`config.mk`:
```
export PLATFORM = sky130hd
export DESIGN_NAME = psum_accum_sched
export DESIGN_NICKNAME = d
export VERILOG_FILES = /design/src/rtl/psum_accum_sched_pkg.sv /design/src/rtl/fp_adder.sv /design/src/rtl/psum_accum_sched_rr_arbiter.sv /design/src/rtl/psum_accum_sched.sv
export SDC_FILE = /design/constraint.sdc
export NUM_CORES = 1
export LEC_CHECK = 0
export BUFFER_PORTS_ARGS = -buffer_cell sky130_fd_sc_hd__buf_4
export CELL_PAD_IN_SITES_DETAIL_PLACEMENT = 1
export CELL_PAD_IN_SITES_GLOBAL_PLACEMENT = 1
export CORE_MARGIN = 2
export CORE_UTILIZATION = 30
export CTS_BUF_LIST = sky130_fd_sc_hd__clkbuf_4 sky130_fd_sc_hd__clkbuf_8
export DETAILED_ROUTE_END_ITERATION = 10
export PLACE_DENSITY_LB_ADDON = 0.3
export SYNTH_ARGS = -nofsm -noshare
export SYNTH_HDL_FRONTEND = slang
export SYNTH_HIERARCHICAL = 1
export SYNTH_SLANG_ARGS = --single-unit
```
`constraint.sdc`:
```
create_clock -name clk -period 30.2 [get_ports clk]
set_clock_uncertainty 0.1 [all_clocks]
set_input_delay 7.55 -clock clk [delete_from_list [all_inputs] [get_ports clk]]
set_output_delay 7.55 -clock clk [all_outputs]
set_load 0.05 [all_outputs]
```
`src/rtl/psum_accum_sched_pkg.sv`:
```
// psum_accum_sched_pkg: shared FSM state encoding and FP constants for the partial-sum scheduler.
package psum_accum_sched_pkg;
  typedef enum logic [1:0] {IDLE, ACCUM, DRAIN} state_e;
  localparam logic [31:0] FP_ZERO = 32'h0000_0000;
endpackage

```
`src/rtl/fp_adder.sv`:
```
// fp_adder: combinational single-precision adder; truncating, denormals flushed to zero, no NaN/Inf handling.
module fp_adder
  import psum_accum_sched_pkg::*;
(
  input  logic [31:0] a,
  input  logic [31:0] b,
  output logic [31:0] y
);
  logic        a_big;
  logic [31:0] hi, lo;
  logic [7:0]  eh, el, ed;
  logic [23:0] mh, ml, ms, dif, dn;
  logic [24:0] sum;
  logic [4:0]  lz;
  always_comb begin
    a_big = a[30:0] >= b[30:0];
    hi = a_big ? a : b;
    lo = a_big ? b : a;
    eh = hi[30:23];
    el = lo[30:23];
    mh = eh == 8'd0 ? '0 : {1'b1, hi[22:0]};
    ml = el == 8'd0 ? '0 : {1'b1, lo[22:0]};
    ed = eh - el;
    ms = ed > 8'd23 ? '0 : ml >> ed;
    sum = {1'b0, mh} + {1'b0, ms};
    dif = mh - ms;
    lz = 5'd24;
    for (int k = 0; k < 24; k++) if (dif[k]) lz = 5'(23 - k);
    dn = dif << lz;
    y = FP_ZERO;
    if (eh == 8'd0) y = FP_ZERO;
    else if (hi[31] == lo[31]) y = sum[24] ? {hi[31], eh + 8'd1, sum[23:1]} : {hi[31], eh, sum[22:0]};
    else if (lz != 5'd24 && {3'b0, lz} < eh) y = {hi[31], eh - {3'b0, lz}, dn[22:0]};
  end
endmodule

```
`src/rtl/psum_accum_sched_rr_arbiter.sv`:
```
// rr_arbiter: N-way round-robin one-hot grant, search starting at ptr.
module rr_arbiter #(
  parameter int N = 4
) (
  input  logic [N-1:0]         req,
  input  logic [$clog2(N)-1:0] ptr,
  output logic [N-1:0]         gnt
);
  localparam int PW = $clog2(N);
  logic [PW-1:0] idx;
  always_comb begin
    gnt = '0;
    idx = '0;
    for (int k = N - 1; k >= 0; k--) begin
      idx = PW'((int'(ptr) + k) % N);
      if (req[idx]) begin
        gnt = '0;
        gnt[idx] = 1'b1;
      end
    end
  end
endmodule

```
`src/rtl/psum_accum_sched.sv`:
```
// psum_accum_sched: round-robin lanes into one fp_adder over a row accumulator bank, drained on flush.
// Define PSUM_ZERO_SKIP_EN to drain only rows touched since the last start.
module psum_accum_sched
  import psum_accum_sched_pkg::*;
#(
  parameter int N          = 4,
  parameter int value_size = 32,
  parameter int ROWS       = 8,
  parameter int row_bits   = 3
) (
  input  logic                       clk,
  input  logic                       rst,
  input  logic                       start,
  input  logic [N-1:0]               req_valid,
  input  logic [N*value_size-1:0]    req_val,
  input  logic [N*row_bits-1:0]      req_row,
  output logic [N-1:0]               req_ready,
  input  logic                       flush,
  output logic                       out_valid,
  input  logic                       out_ready,
  output logic [row_bits-1:0]        out_row,
  output logic [value_size-1:0]      out_psum,
  output logic                       busy,
  output logic                       done
);
  localparam int PW = $clog2(N);
  state_e                state_q;
  logic [value_size-1:0] bank_q [ROWS];
  logic [PW-1:0]         ptr_q;
  logic [row_bits-1:0]   cnt_q;
  logic                  done_q;
  logic [N-1:0]          gnt;
  logic [PW-1:0]         g_idx;
  logic                  g_any;
  logic [row_bits-1:0]   g_row, sel;
  logic [value_size-1:0] g_val, sum;
  logic                  have, last;
  rr_arbiter #(.N(N)) u_arb (.req(req_valid), .ptr(ptr_q), .gnt(gnt));
  always_comb begin
    g_idx = '0;
    for (int i = 0; i < N; i++) if (gnt[i]) g_idx = PW'(i);
    g_any = state_q == ACCUM && |req_valid;
    g_row = req_row[g_idx*row_bits +: row_bits];
    g_val = req_val[g_idx*value_size +: value_size];
  end
  fp_adder u_add (.a(bank_q[g_row]), .b(g_val), .y(sum));
`ifdef PSUM_ZERO_SKIP_EN
  logic [ROWS-1:0] touched_q;
  // sel is the next touched row at or above the counter; untouched rows cost no cycles
  always_comb begin
    sel = cnt_q;
    have = 1'b0;
    last = 1'b1;
    for (int k = ROWS - 1; k >= 0; k--) if (touched_q[k] && k >= int'(cnt_q)) begin
      sel = row_bits'(k);
      have = 1'b1;
    end
    for (int k = 0; k < ROWS; k++) if (touched_q[k] && k > int'(sel)) last = 1'b0;
  end
`else
  assign sel  = cnt_q;
  assign have = 1'b1;
  assign last = 32'(cnt_q) == ROWS - 1;
`endif
  assign req_ready = state_q == ACCUM ? gnt : '0;
  assign out_valid = state_q == DRAIN && have;
  assign out_row   = out_valid ? sel : '0;
  assign out_psum  = out_valid ? bank_q[sel] : FP_ZERO;
  assign busy      = state_q != IDLE;
  assign done      = done_q;
  always_ff @(posedge clk) begin
    done_q <= 1'b0;
    if (rst || start) begin
      state_q <= rst ? IDLE : ACCUM;
      ptr_q <= '0;
      cnt_q <= '0;
      for (int r = 0; r < ROWS; r++) bank_q[r] <= FP_ZERO;
`ifdef PSUM_ZERO_SKIP_EN
      touched_q <= '0;
`endif
    end else if (state_q == ACCUM) begin
      if (g_any) begin
        ptr_q <= PW'((int'(g_idx) + 1) % N);
        if (32'(g_row) < ROWS) begin
          bank_q[g_row] <= sum;
`ifdef PSUM_ZERO_SKIP_EN
          touched_q[g_row] <= 1'b1;
`endif
        end
      end
      if (flush) state_q <= DRAIN;
    end else if (state_q == DRAIN && (!have || out_ready)) begin
      if (!have || last) begin
        state_q <= IDLE;
        done_q <= 1'b1;
      end else cnt_q <= sel + 1'b1;
    end
  end
endmodule

```
# == Word level (Yosys, flattened, before mapping) ==
# Memory sizes are Yosys's and may differ from the RTL's. A register that Yosys moved wholly into a read port is not among the register bits.
# Cells that the tools add are included.
# totals
ff_bits,8
elab_cells,136
memories,1
mem_bits_rw,256
# mem_list
name,depth,word_bits,read_ports,rd_ports_with_merged_regs,wr,line_no,text
bank_q,8,32,2,1,8,psum_accum_sched.sv:28,logic [value_size-1:0] bank_q [ROWS];
# op_classes
n_bitwise,3
muxes,77
n_lt_le_gt_ge,11
n_eq_ne,6
multipliers,1
shifts,4
add_sub_neg,10
n_reduce_logical,19
# ops
operator,n
32-bit two-way mux,7
128-bit by 8-bit indexed part select with 32-bit output,1
5-bit two-way mux,16
24-bit two-way mux,3
4-bit two-way mux,13
32-bit OR reduction,1
31-bit >= comparator,1
31-bit two-way mux,1
24-bit by 24-bit adder with 25-bit output,1
24-bit by 5-bit left shift with 23-bit output,1
24-bit by 8-bit >> shifter with 24-bit output,1
24-bit subtractor,1
1-bit two-way mux,18
8-bit zero test,2
2-bit two-way mux,7
2-bit by 3-bit less-than comparator with 1-bit output (second input constant),4
3-bit two-way mux,4
12-bit by 5-bit indexed part select with 3-bit output,1
8-bit by 1-bit adder with 8-bit output (second input constant),1
1-bit binary-select mux with 2-bit select,4
1-bit demux with 2-bit select,4
2-bit by 1-bit >= comparator with 1-bit output (second input constant),4
8-bit by 5-bit > comparator with 1-bit output (second input constant),1
5-bit by 8-bit less-than comparator with 1-bit output,1
21 further kinds,33

# == Logic depth before layout (Yosys ltp) ==
# Gate-level depths: netlist (run 1).
# An unclocked memory read counts as a cell.
# logic_depth
ltp_word,52
mapped_depth,71
ltp_nobuf,56

# == Cells and area by module ==
# Netlist (run 1), hierarchy kept.
# by_module_without_submodules
mod,area_per_inst_um2,instances,cells_per_inst
psum_accum_sched,19413.6,1,2005
fp_adder,7907.6,1,1196
rr_arbiter,412.9,1,47

# == Worst setup path after synthesis (run 1) ==
# No wires, ideal clock.
# synth_path
path_type,input to register
from,input req_valid[1]
to,memory bank_q[0][16] (data pin)
arrival_ns,19.753
setup_slack_ns,10.207
cell_stages,62
n_path_buf,13
setup_ns,0.140
cell_sequence,mux4_2 -> inv_1 -> a211oi_1 -> o31ai_1 -> buf_6 -> mux2_1 -> buf_4 -> buf_4 -> mux2i_1 -> o221ai_1 -> o32ai_1 -> a221oi_1 -> ha_1 -> a21o_1 -> a21o_1 -> a21oi_2 -> o21ai_2 -> a221oi_4 -> [26 not listed] -> a31oi_1 -> xnor2_1 -> nor4b_1 -> nor2b_1 -> buf_2 -> buf_2 -> inv_1 -> ha_1 -> nor2b_1 -> o21ai_0 -> nand2b_1 -> a21oi_1 -> o21ai_0 -> nand3_1 -> or2_0 -> o32ai_1 -> nand2_1 -> nor2_1
# synth_lines
element,line_no,text
start: declaration,psum_accum_sched.sv:14,"input logic [N-1:0] req_valid,"
end: declaration,psum_accum_sched.sv:28,

==> results of run 1 <==
==> metal layers <==
layer | up-vias | GRT usage (%) | routed length, um
li1 | 12000 | - | -
met1 | 13200 | 32.0 | 51100
met2 | 867 | 40.1 | 54700
met3 | 157 | 2.27 | 6160
met4 | 0 | 5.46 | 2600
met5 | - | 0 | 0
==> how the worst max path moves through the flow <==
stage	start	endpoint	slack [ps]	cells after the start
5_1_grt	req_valid[1]	bank_q[5][24]	6600	48
3_5_place_dp	req_valid[1]	bank_q[6][24]	7100	48
3_3_place_gp	req_valid[2]	bank_q[6][24]	7370	49
2_1_floorplan	req_valid[1]	bank_q[0][16]	10210	62
6_report	req_valid[1]	bank_q[2][24]	7410	48
4_1_cts	req_valid[1]	bank_q[2][24]	7730	48
==> report_power, final <==
group	internal, mW	switching [mW]
Sequential	0.430	0.0238
Combinational	1.02	2.08
Clock	0.173	0.170
==> final cells by class <==
type,count,area [um^2]
sequential,267,7940
clock inverter,29,155
timing repair buffer,258,1970
inverter,92,347
tap,1186,1480
clock buffer,60,757
antenna,1,2.50
multi-input combinational,2636,18400
fill,10800,60600
==> layout by cell type, fill, tap and decap left out, drive strengths merged, types with 16 or more instances in the layout <==
master / count
buf: 258
a31oi: 18
mux2i: 440
o32ai: 34
a211oi: 29
nand2b: 18
inv: 91
a21oi: 270
mux2: 51
or3: 20
nor2b: 23
or2: 20
nand2: 519
nand3: 23
a21o: 29
a221oi: 36
o22ai: 109
clkbuf: 60
mux4: 71
nor3: 19
and2: 26
ha: 96
o21ai: 93
o221ai: 33
clkinv: 27
edfxtp: 258
o21bai: 16
nor2: 454
xnor2: 51
==> worst reg2reg max path, delay by kind of cell, from the launching register on <==
kind                       cells  cell delay (ps)
AOI/OAI and AO/OA             21             6140
and+or+nand+nor               16             4700
buffers and inverters          6             2530
adders and majority gates      4             1690
DFF                            1              750
xor gates and xnor gates       1              560
muxes                          1              310
==> cells by family (layout without fill, tap and decap cells) <==
family | after synthesis | count (layout) | share of synthesized area, %
other | 0 | 1 | 0
XOR/XNOR | 59 | 59 | 1.92
AND/OR/NAND/NOR | 1164 | 1164 | 17.7
flip-flops | 267 | 267 | 28.6
AO/OA/AOI/OAI | 752 | 752 | 17.7
multiplexers | 562 | 562 | 23.8
adder cells (fa/ha/maj) | 99 | 99 | 4.55
buffers and inverters | 345 | 439 | 5.84
==> flip-flops by register name (all words and copies together) (netlist names), named ones only <==
register	flops
bank_q	256
cnt_q	3
ptr_q	2
state_q	2
done	1
==> summary.md, run 1 <==
| Metric | Value |
|---|---|
| Reg-to-Reg End | `bank_q[2][24]` |
| Die W | `a little over 300 um` |
| Final Hold Slack | `approximately 450 ps` |
| Top-area cell type share of the netlist area | `27.9%` |
| Synth unique cells | `99` |
| First-pass DRT Iterations | `6` |
| # hold bufs at CTS | `0` |
| Final HPWL DP | `~80000 um` |
| First-pass GRT wire length | `~170000 um` |
| Worst Setup End Kind | `register` |
| Wirelength per Cell | `25.3 um` |
| Vias per inst | `5.79` |
| Worst Path Buf+Inv | `7` |
| Clk sink count | `267` |
| Clock transition at the registers of the reported paths | `~60 ps` |
| Drt total wl | `115000 um` |
| Postcts setup bufs | `0` |
| CP Launch Type | `input port` |
| Pre-CTS setup slack | `7100 ps` |
| Post-Syn Nets | `approximately 3500` |
| Highest Clock Rate | `43.9 MHz` |
| Leakage power | `12.3 nW` |
| CTS buffer count | `48` |
| Core area | `91700 um^2` |
| Cell taking the most area after synthesis | `edfxtp_1` |
| Pin count of the biggest net entering global routing | `106` |
| Status | `finished clean` |
| Maxcap violations | `0` |
| Post-DRT Antenna Nets | `0` |
| Synth area leaders | `edfxtp_1, mux2i_1, nand2_1` |
| Initial core utilization | `30.3%` |
| Clk Tree Root Cell | `clkbuf_8` |
| Max incr delay on CP | `1000 ps` |
| Tot Pwr | `3.90 mW` |
| Hold Crit Class | `register to register` |
| Clock latency on the worst-skew pair | `around 670 ps` |
| Seq cells post-synth | `267` |
| Max VDD drop | `a little over 0.00008 V` |
| Post-synth EDFFs | `roughly 260` |
| Commonest cells in the netlist | `nand2_1, nor2_1, mux2i_1` |
| Reg-to-reg setup timing slack | `around 13000 ps` |
| DP Cell Count | `~4400` |
| Final period util | `75.5%` |
| Fin. max-slew vios | `0` |
| Dpl cell area | `30200 um^2` |
| # DRC | `0` |
| Crit-path leading delay family | `compound AO/OA/AOI/OAI gates` |
| Fraction of layout cells with a size suffix above 1 | `16.3%` |
| Gr usage total | `about a quarter` |
| Slowest CP cell | `nor4b_1` |
| Synth Flop Type | `edfxtp_1` |
| Arrival @ worst endpoint | `23170 ps` |
| Max_slew headroom | `5.03%` |
| Worst Reg2Reg Path Length in Cells | `49` |
| Vias post-DR | `26200` |
| Number of top-level pins | `191` |
| Hold-critical path depth | `2` |
| Hold Vio Cnt, Final | `0` |
| Critical Path Fanout Max | `71` |
| Most frequent cell after synthesis | `nand2_1` |
| Total Neg Setup Slack | `0 ps` |
| Post-Synthesis Cells | `roughly 3200` |
| Post-Syn Area | `27700 um^2` |
| Async S/R FF share, synth | `0%` |
| Non-Filler Instances | `4529` |
| Worst slew pin tran | `1420 ps` |
| Row cnt | `around 110` |
| CTS H-Tree Depth | `2` |
| Final Cell Area | `31100 um^2` |
| Crit Path Category | `input port to register` |
| CTS Buffer Depth | `3` |
| Fin worst setup slack | `7410 ps` |
| Syn Area/Cell | `~8.5 um^2` |
| Vias in the first global route | `26200` |
| Worst r2r src | `ptr_q[0]` |
| Fin util | `33.9%` |
| Nets | `3551` |
| CTS tree | `done` |
| GRT overflow | `0` |
| Gpl congestion | `0.907` |
| Die Ht | `308 um` |
| Post-CTS sizing | `0` |
| Initial DRC count | `2144` |
| Worst Hold Launch | `cnt_q[2]` |
| Post-synthesis sequential area ratio | `between 20% and 30%` |
| Full die area | `94900 um^2` |
| # port buffers | `190` |
| Setup-failing EPs final | `0` |
| Power Density | `approximately 130 nW/um^2` |
| Data required, critical path | `~30000 ps` |
| Syn-to-layout area delta | `12.1%` |
| Antenna violations before repair | `1` |
| Unrepaired setup endpoints after global routing | `no` |
| Final min period | `around 23000 ps` |
| Yosys warning count | `6` |
Note: power is estimated with default switching activity, not from simulation.
==> run 2: changes to the inputs <==
- clock period: 30.2 -> 20.2 ns (I/O delays scaled with it)
==> run 2 against run 1 <==
Compared with the run above: global-route usage shrank 0.28 points; highest routed layer unchanged; combinational power grew 52%; die area stayed put; via count is essentially flat; first-iteration DRC count decreased by 22%; core utilization rose by 0.35 points.
==> summary.md, run 2 (synthesis gave the netlist of run 1 again) <==
| Metric | Value |
|---|---|
| Clk Tree Root Cell | `clkbuf_8` |
| Top reg by flops | `bank_q` |
| Initial DRC count | `1668` |
| CTS Buffer Depth | `3` |
| Wirelength per Cell | `24.9 um` |
| GRT overflow | `0` |
| Clk sink count | `~270` |
| Vias in the first global route | `26400` |
| Post-DRT Antenna Nets | `0` |
| CTS buffer count | `45` |
| Met3 WL | `4930 um` |
| Final period util | `94.8%` |
| # DRC | `0` |
| Post-CTS sizing | `0` |
| Clock latency on the worst-skew pair | `600 ps` |
| Max_slew headroom | `16.1%` |
| Biggest regs | `bank_q: 256 flops, cnt_q: 3 flops` |
| Most frequent cells in the layout | `nand2_1, nor2_1, mux2i_1, buf_4, a21oi_1` |
| Fin. max-slew vios | `0` |
| Max VDD drop | `0.000132 V` |
| Setup-failing EPs final | `0` |
| Die W | `308 um` |
| Row cnt | `111` |
| Met2 WL | `55100 um` |
| CTS H-Tree Depth | `2` |
| Vias post-DR | `26200` |
| Power Density | `187 nW/um^2` |
| Tot Pwr | `5.89 mW` |
| First-pass GRT wire length | `approximately 170000 um` |
| Full die area | `94900 um^2` |
| Leakage power | `12.5 nW` |
| Max layer used | `met4` |
| Crit Path Category | `input port to register` |
| First-pass DRT Iterations | `5` |
| Fin util | `34.3%` |
| Final min period | `19150 ps` |
| Die Ht | `308 um` |
| Arrival @ worst endpoint | `19480 ps` |
| Nets | `3586` |
| Highest Clock Rate | `~52 MHz` |
| Clock transition at the registers of the reported paths | `around 70 ps` |
| Vias per inst | `approximately 5.7` |
| Unrepaired setup endpoints after global routing | `no` |
| Final HPWL DP | `slightly above 80000 um` |
| Most common cell after layout, fill and taps aside | `nand2_1` |
| Status | `finished clean` |
| Hold Crit Class | `register to register` |
| Maxcap violations | `0` |
| Drt total wl | `114000 um` |
| Initial core utilization | `between 30% and 40%` |
| CTS tree | `done` |
| Gr usage total | `23.2%` |
| Number of top-level pins | `191` |
| Data required, critical path | `20540 ps` |
| Core area | `approximately 90000 um^2` |
| Worst Setup End Kind | `register` |
| Antenna violations before repair | `1` |
| Number of flip-flops in the largest register | `around 260` |
| Slowest CP cell | `a221oi_1` |
| Gpl congestion | `slightly below 0.9` |
| Hold Vio Cnt, Final | `0` |
| # port buffers | `190` |
| # hold bufs at CTS | `0` |
| Postcts setup bufs | `0` |
| Syn-to-layout area delta | `13.2%` |
| CP Launch Type | `input port` |
| Worst slew pin tran | `between 1000 and 1500 ps` |
| Pin count of the biggest net entering global routing | `99` |
| Total Neg Setup Slack | `0 ps` |
| Critical Path Fanout Max | `23` |
| DRT met1 WL | `50400 um` |
| Max incr delay on CP | `980 ps` |
| Fraction of layout cells with a size suffix above 1 | `17.3%` |
-- run 2: cell types whose count changed in the layout (fill, tap and decap cells not counted) --
cell	delta
a221oi_2	+2
clkinvlp_4	-1
a221oi_1	-2
clkinv_1	-7
clkinv_2	+1
diode_2	+2
clkbuf_4	-2
buf_12	+2
clkbuf_8	+3
buf_4	+36
-- run 2: worst paths after layout --
check	start	cells after the start	end	slack (ps)
hold / removal	cnt_q[1]	2	register	450
setup reg to reg	ptr_q[0]	53	bank_q[7][8]	4500
setup / recovery	req_valid[1]	53	bank_q[7][8]	1050
hold reg to reg	cnt_q[1]	2	register	450
-- run 2: where the power goes --
group / switching [mW] / total (mW) / leakage (nW) / internal, mW
logic: 3.10 / 4.71 / 9.11 / 1.61
clock network: 0.238 / 0.503 / 0.487 / 0.265
registers: 0.0351 / 0.678 / 2.95 / 0.643
total: 3.37 / 5.89 / 12.5 / 2.52
-- run 2: final cells by class --
class	instances	area [um^2]
clock inverter	22	126
inverter	92	347
clock buffer	61	783
sequential	267	7940
timing repair buffer	296	2280
antenna	3	7.51
fill	10900	60300
tap	1186	1480
multi-input combinational	2636	18400
-- run 2: worst max-delay path: cells and delay by family --
kind	cells	cell delay (ps)
buffers and inverters	5	1100
multiplexers	2	760
AO/OA/AOI/OAI	24	6650
adder cells (fa/ha/maj)	4	1380
AND/OR/NAND/NOR	18	4500
-- run 2: metal layers --
layer  vias up  GRT usage [%]
li1      12100              -
met1     13300           30.6
met2       679           40.6
met3       177           1.87
met4         0           6.56
met5         -              0
-- run 2: through the flow --
stage | setup slack, ps | cell area, um^2 | hold WS (ps) | std cells
floorplan | 2710 | 27700 | 406 | 3248
global placement | 982 | 30500 | 451 | 4477
detailed placement | 819 | 30500 | 453 | 4477
CTS | 1400 | 31400 | 460 | 4560
global route | 454 | 31400 | 489 | 4561
finish | 1050 | 31400 | 453 | 4563
